==> config.mk <==
export PLATFORM = sky130hd
export DESIGN_NAME = seq_alu_exec
export DESIGN_NICKNAME = d
export VERILOG_FILES = /design/src/rtl/seq_alu_exec.sv
export SDC_FILE = /design/constraint.sdc
export NUM_CORES = 1
export LEC_CHECK = 0
export CORE_ASPECT_RATIO = 0.8
export CORE_MARGIN = 2
export CORE_UTILIZATION = 40
export DETAILED_ROUTE_END_ITERATION = 8
export HOLD_SLACK_MARGIN = 0.06
export SYNTH_ARGS = -nofsm -noshare
export SYNTH_HDL_FRONTEND = slang
export SYNTH_SLANG_ARGS = --single-unit
==> constraint.sdc <==
create_clock -name clk -period 5.4 [get_ports clk]
set_input_delay 1.08 -clock clk [delete_from_list [all_inputs] [get_ports clk]]
set_output_delay 1.08 -clock clk [all_outputs]
set_load 0.02 [all_outputs]
==> src/rtl/seq_alu_exec.sv <==
// rtl/seq_alu_exec.sv - multi-cycle ALU execution unit with bit-serial shifter and start/done handshake
module seq_alu_exec #(
  parameter int WIDTH = 32
) (
  input  logic             clk,
  input  logic             reset,
  input  logic             start,
  input  logic [4:0]       ALUConf,
  input  logic             Sign,
  input  logic [WIDTH-1:0] In1,
  input  logic [WIDTH-1:0] In2,
  output logic             busy,
  output logic             done,
  output logic [WIDTH-1:0] Result,
  output logic             Zero
);

  localparam logic [4:0] OP_ADD    = 5'b00000;
  localparam logic [4:0] OP_OR     = 5'b00001;
  localparam logic [4:0] OP_AND    = 5'b00010;
  localparam logic [4:0] OP_SUB    = 5'b00110;
  localparam logic [4:0] OP_SLT    = 5'b00111;
  localparam logic [4:0] OP_NOR    = 5'b01100;
  localparam logic [4:0] OP_XOR    = 5'b01101;
  localparam logic [4:0] OP_SRL    = 5'b10000;
  localparam logic [4:0] OP_SRA    = 5'b11000;
  localparam logic [4:0] OP_SLL    = 5'b11001;
  localparam logic [4:0] OP_SUBSET = 5'b11111;

  typedef enum logic [1:0] {
    IDLE  = 2'd0,
    SHIFT = 2'd1,
    DONE  = 2'd2
  } state_t;

  typedef enum logic [1:0] {
    SH_SRL = 2'd0,
    SH_SRA = 2'd1,
    SH_SLL = 2'd2
  } shift_t;

  state_t           state;
  shift_t           shift_kind;
  shift_t           shift_kind_in;
  logic [WIDTH-1:0] shift_reg;
  logic [WIDTH-1:0] shift_next;
  logic [4:0]       shift_cnt;
  logic [WIDTH-1:0] alu_res;
  logic             is_shift;
  logic             lt_signed;
  logic             lt_unsigned;

  // Single-cycle ops, evaluated straight from the inputs so the result is captured on the accepting edge
  always_comb begin
    lt_signed   = $signed(In1) < $signed(In2);
    lt_unsigned = In1 < In2;
    alu_res     = In1 + In2;
    case (ALUConf)
      OP_ADD:    alu_res = In1 + In2;
      OP_OR:     alu_res = In1 | In2;
      OP_AND:    alu_res = In1 & In2;
      OP_SUB:    alu_res = In1 - In2;
      OP_SLT:    alu_res = {{(WIDTH-1){1'b0}}, (Sign ? lt_signed : lt_unsigned)};
      OP_NOR:    alu_res = ~(In1 | In2);
      OP_XOR:    alu_res = In1 ^ In2;
      OP_SUBSET: alu_res = {{(WIDTH-1){1'b0}}, ((In1 & ~In2) == '0)};
      default:   alu_res = In1 + In2;
    endcase
  end

  // Decode whether the requested op goes through the serial shifter, and which direction
  always_comb begin
    is_shift      = 1'b0;
    shift_kind_in = SH_SRL;
    case (ALUConf)
      OP_SRL: begin
        is_shift      = 1'b1;
        shift_kind_in = SH_SRL;
      end
      OP_SRA: begin
        is_shift      = 1'b1;
        shift_kind_in = SH_SRA;
      end
      OP_SLL: begin
        is_shift      = 1'b1;
        shift_kind_in = SH_SLL;
      end
      default: begin
        is_shift      = 1'b0;
        shift_kind_in = SH_SRL;
      end
    endcase
  end

  // One-position shift of the held operand; SRA replicates the sign bit on every step
  always_comb begin
    shift_next = shift_reg;
    case (shift_kind)
      SH_SRL:  shift_next = {1'b0, shift_reg[WIDTH-1:1]};
      SH_SRA:  shift_next = {shift_reg[WIDTH-1], shift_reg[WIDTH-1:1]};
      SH_SLL:  shift_next = {shift_reg[WIDTH-2:0], 1'b0};
      default: shift_next = shift_reg;
    endcase
  end

  // Control FSM with registered busy/done/Result/Zero; start is only honoured in IDLE
  always_ff @(posedge clk) begin
    if (reset) begin
      state      <= IDLE;
      busy       <= 1'b0;
      done       <= 1'b0;
      Result     <= '0;
      Zero       <= 1'b1;
      shift_reg  <= '0;
      shift_cnt  <= '0;
      shift_kind <= SH_SRL;
    end else begin
      case (state)
        IDLE: begin
          done <= 1'b0;
          busy <= 1'b0;
          if (start) begin
            busy <= 1'b1;
            if (is_shift) begin
              shift_reg  <= In2;
              shift_cnt  <= In1[4:0];
              shift_kind <= shift_kind_in;
              if (In1[4:0] == 5'd0) begin
                // Zero shift amount completes immediately with the operand unchanged
                Result <= In2;
                Zero   <= (In2 == '0);
                done   <= 1'b1;
                state  <= DONE;
              end else begin
                state <= SHIFT;
              end
            end else begin
              Result <= alu_res;
              Zero   <= (alu_res == '0);
              done   <= 1'b1;
              state  <= DONE;
            end
          end
        end
        SHIFT: begin
          busy      <= 1'b1;
          shift_reg <= shift_next;
          shift_cnt <= shift_cnt - 5'd1;
          if (shift_cnt == 5'd1) begin
            Result <= shift_next;
            Zero   <= (shift_next == '0);
            done   <= 1'b1;
            state  <= DONE;
          end
        end
        DONE: begin
          done  <= 1'b0;
          busy  <= 1'b0;
          state <= IDLE;
        end
        default: begin
          done  <= 1'b0;
          busy  <= 1'b0;
          state <= IDLE;
        end
      endcase
    end
  end

endmodule

==> After elaboration in Yosys (flattened, before gate mapping) <==
Cells that the tools add are included.
W data, S select, Z words.
{ "op_classes": {"add_sub_neg": 3, "n_lt_le_gt_ge": 2, "eq_ne": 18, "muxes": 33, "bitwise": 6, "reduce_logical": 13} }
{ "op_table": {"columns": ["op", "n"], "rows": [
  ["$pmux W32 S7", 1],
  ["$mux W32", 6],
  ["$logic_not A32 Y1", 4],
  ["$pmux W32 S2", 2],
  ["$pmux W32 S3", 1],
  ["$and A32 B32 Y32", 2],
  ["$lt A32 B32 Y1", 2],
  ["$not A32 Y32", 2],
  ["$add A32 B32 Y32", 1],
  ["$or A32 B32 Y32", 1],
  ["$sub A32 B32 Y32", 1],
  ["$xor A32 B32 Y32", 1],
  ["$eq A5 B5 Y1 const B", 4],
  ["$mux W1", 11],
  ["$eq A5 B1 Y1 const B", 2],
  ["$eq A5 B3 Y1 const B", 2],
  ["$eq A5 B4 Y1 const B", 2],
  ["$mux W5", 2],
  ["$pmux W5 S2", 1],
  ["$mux W2", 4],
  ["$pmux W2 S2", 2],
  ["$ne A2 B2 Y1 const B", 3],
  ["$pmux W1 S2", 3],
  ["$reduce_and A3 Y1", 2],
  ["other kinds (11)", 13]
]} }
{ "word_totals": {"reg_bits": 76, "input_bits": 73, "out_inout_bits": 35, "elab_cells": 83} }

==> Longest topological paths before layout <==
{ "depth": {"word_depth": 8, "mapped_depth": 15, "ltp_nobuf": 15} }

==> Least setup slack after synthesis <==
Ideal clock, no wire load.
{ "synth_timing": {"path_type": "input to register", "start": "input port In1[0]", "end": "register Zero", "setup_ps": 116, "arrival_time_ps": 3897, "required_ps": 5284, "setup_slack_ps": 1388, "cell_stages": 13, "path_buffers": 0, "cell_sequence": "ha_1 > fa_1 > a211oi_1 > o21ai_0 > a211oi_1 > nor4_1 > or2_2 > a21oi_1 > a221oi_1 > nor4_1 > nor3_1 > and4_1 > a31o_1"} }
{ "synth_between": {"elab_chain_len": 7, "word_cells_on_any_way": 19, "classes_between": "2 x add/sub; 2 x order compare; 1 x eq/ne; 5 x mux; 5 x bitwise; 4 x reduce/logical"} }
{ "synth_lines": {"columns": ["item", "line_no", "source"], "rows": [
  ["from (decl)", "10", "input logic [WIDTH-1:0] In1,"],
  ["$lt A32 B32 Y1, or another cell as far along", "56", "lt_unsigned = In1 < In2;"],
  ["$mux W1, or another cell as far along", "63", "OP_SLT: alu_res = {{(WIDTH-1){1'b0}}, (Sign ? lt_signed : lt_unsigned)};"],
  ["$pmux W32 S7", "58", "case (ALUConf)"],
  ["$logic_not A32 Y1", "139", "Zero <= (alu_res == '0);"],
  ["$mux W1", "124", "if (is_shift) begin"],
  ["$mux W1", "122", "if (start) begin"],
  ["$pmux W1 S2", "118", "case (state)"],
  ["to (signal assigned)", "131", "Zero <= (In2 == '0);"],
  ["to (signal assigned)", "139", null],
  ["to (signal assigned)", "151", "Zero <= (shift_next == '0);"],
  ["to (decl)", "15", "output logic Zero"]
]} }
Parallel ways exist; a longest one is shown, timed or not. The select of a mux whose other input is x is not followed.
A chain may end at the register's enable or synchronous reset.

==> Worst setup path after layout <==
{ "layout_timing": {"start": "input port In2[8]", "end": "register Zero"} }
{ "layout_between": {"elab_chain_len": 8, "word_cells_on_any_way": 19, "classes_between": "2 x add/sub; 2 x order compare; 6 x mux; 6 x bitwise; 3 x reduce/logical"} }
{ "layout_lines": {"columns": ["item", "line_no", "source"], "rows": [
  ["from (decl)", "11", "input logic [WIDTH-1:0] In2,"],
  ["branches (longest 5 deep; another with $lt A32 B32 Y1)", null, null],
  ["$mux W1 (*)", "124", null],
  ["$mux W1 (*)", "122", null],
  ["$pmux W1 S2 (*)", "118", null]
]} }
Mark *: on every way between the ends. The select of a mux whose other input is x is not followed.

==> flow_summary.ini <==
[finish]
final_cell_mix = nor2_1 (195), nand2_1 (127), buf_4 (123), a21oi_1 (106), clkdlybuf4s50_1 (106)
synthToLayoutAreaGrowth_pct = 22.9
fill_cells = 2574
drive_gt1_share_pct = 10.7
final_common_cell = nor2_1
final_nets = 1784
antenna_cells = 0
multi_input_area_um2 = 7710
seq_area_um2 = 1520

[min_path]
hp-class = reg -> reg
hp-start = Result[4]
worstHoldPathCells = 2

[flow_run]
maxCapViolations = 0

[power_and_ir_drop]
fin_total_pwr_mw = 2.52
ir_worst_vdd_uv = 156
leakagePower_nw = 4.87
powerDensity_nw_per_um2 = 204

[setup_path]
cp.arrival_ns = 5.42
cp-start-kind = input port
critPathLaunch = In2[8]
path_class = in -> reg
r2r_start = shift_kind[0]
r2r_cells = 9
cp-end-kind = register
critPathMaxFanout = 10
crit_required_ns = 5.69

[sta]
fmax_mhz = 195
whs_ns = 0.455
min_period_ns = 5.13
max-slew-margin-rel_pct = 31.1
slew_viol_final = 0
rsz0062_at_grt = no
hold_viol = 0
fin_crit_sh_pct = 95.0
fin_tns_setup_ns = 0
setup_viol = 0
skew_ns = 0.00877
tightest_slew_ns = 1.02

[clocking]
path_clk_slew_ns = 0.06
htreeDepth = 3
hold_buffers = 0
clock_latency_ns = 0.35
clock-sinks = 76
cts_tree = built
cts_resized = 0
ctsRootBufferMaster = clkbuf_16
cts_setup_buffers = 0
numCtsBuffers = 9
clk_path_buf_depth = 2

[yosys]
synth_async_sr_flop_share_pct = 0
synth_cell_type_count = 80
avgSynthCellArea_um2 = 6.81
yosys_warnings = 0
synth_cells = 1476
synth_nets = 1650
ys_seq_area_share_pct = 15.1
syn_area_um2 = 10000
synth-seq-cells = 76
synth_flop_cell = dfxtp_1
synth_area_leaders = dfxtp_1 (15%), ha_1 (12%), nor2_1 (7.3%)
synth_top_area_share_pct = 15.1
synth_area_leader_cell = dfxtp_1
synth_edf_count = 0

[global_route]
grt_util_met1_pct = 48.3
grt_use_met3_pct = 8.76
grt_pass1_wl_mm = 70.1
antenna_found_initial = 1
track_usage_pct = 34.3
grt_max_degree = 79
grt_pass1_vias = 11300
grt_use_met2_pct = 50.4
overflow = 0
busiest_layer = met2

[floorplanning]
die_h_um = 146
start_util_pct = 41.0
rows = 51
coreArea_um2 = 24500
chipWidth_um = 181
io_pins = 108
die_area_um2 = 26400

[drt]
vias = 12300
vias_per_cell = 6.35
wl_per_cell_um = 24.0
final_antenna_net_count = 0
postRouteWirelength_mm = 46.3
drcViolationCount = 0
dr.pass1.iters = 6
first_iter_violations = 1634

[placement]
dp_hpwl_mm = 36.5
globalplace.congestion = 0.995
port_buffers = 107

[outcome]
status = complete, no violations
## kinds of logic after synthesis
family          Yosys count  share of synthesized area (%)
flops                    76                           15.1
simple gates            553                           25.5
xor+xnor                  2                          0.174
mux                      41                           4.11
fa+ha+maj               101                           12.7
buf+inv                 211                           8.31
compound gates          492                           34.1
## per-layer routing
| metal | share of wire (%) | wire length [µm] |
|---|---|---|
| met2 | 41 | 19000 |
| met5 | 0.028 | 13 |
| met1 | 44 | 20300 |
| met3 | 11 | 5160 |
| met4 | 3.9 | 1800 |
## worst paths after layout
kind / to / slack, ns
hold / removal: Result[4] / 0.45
setup reg to reg: Zero / 2.22
hold reg to reg: Result[4] / 0.45
setup / recovery: Zero / 0.27
## synthesized netlist by cell type (5+ instances only)
cell / n
a2111o_1: 5
a211oi_1: 71
a21o_1: 15
a21oi_1: 106
a221o_1: 12
a221oi_1: 21
a22oi_1: 10
a311oi_1: 5
a31oi_1: 13
and2_1: 8
buf_1: 13
buf_2: 22
clkbuf_1: 69
dfxtp_1: 76
ha_1: 99
inv_1: 104
mux2i_1: 39
nand2_1: 127
nand2b_1: 12
nand3_1: 20
nand4_1: 21
nor2_1: 196
nor2b_1: 16
nor3_1: 87
nor4_1: 34
o211a_1: 7
o211ai_1: 26
o21a_1: 6
o21ai_0: 93
o21bai_1: 7
o221a_2: 7
o221ai_1: 5
o31a_1: 7
o31ai_1: 16
or2_2: 5
## where the power goes
part | switching [mW] | total [mW] | internal (mW)
Clock | 0.240 | 0.700 | 0.460
Combinational | 0.718 | 1.18 | 0.464
Sequential | 0.0325 | 0.637 | 0.605
## cell type report
cell class	count	area share [%]
repair buffers	230	16.1
clock buffers	10	1.94
well taps	318	3.22
inverters	104	3.16
clock inverters	5	0.811
flip-flops and latches	76	12.3
multi-input cells	1189	62.4
## critical path, stage by stage
cell and delay, ns:
clkdlybuf4s50_1 0.52, inv_1 0.17, ha_1 0.46, or4_1 0.59
o21bai_1 0.17, o211a_1 0.19, a211oi_2 0.24, nor3_1 0.09
buf_4 0.17, a221o_1 0.30, a21oi_1 0.40, nand4_1 0.29
nor4_1 0.38, and4_1 0.24, a31o_1 0.14
## per-stage QoR
step	std cells	utilization, %	area (µm²)	setup WS, ns
6_report	1932	50.4	12300	0.268
5_1_grt	1932	50.4	12300	0.150
4_1_cts	1932	50.4	12300	0.373
3_5_place_dp	1917	49.0	12000	0.0219
3_3_place_gp	1917	49.0	12000	0.0804
2_1_floorplan	1476	-	10000	1.39
Note: power is estimated with default switching activity, not from simulation.
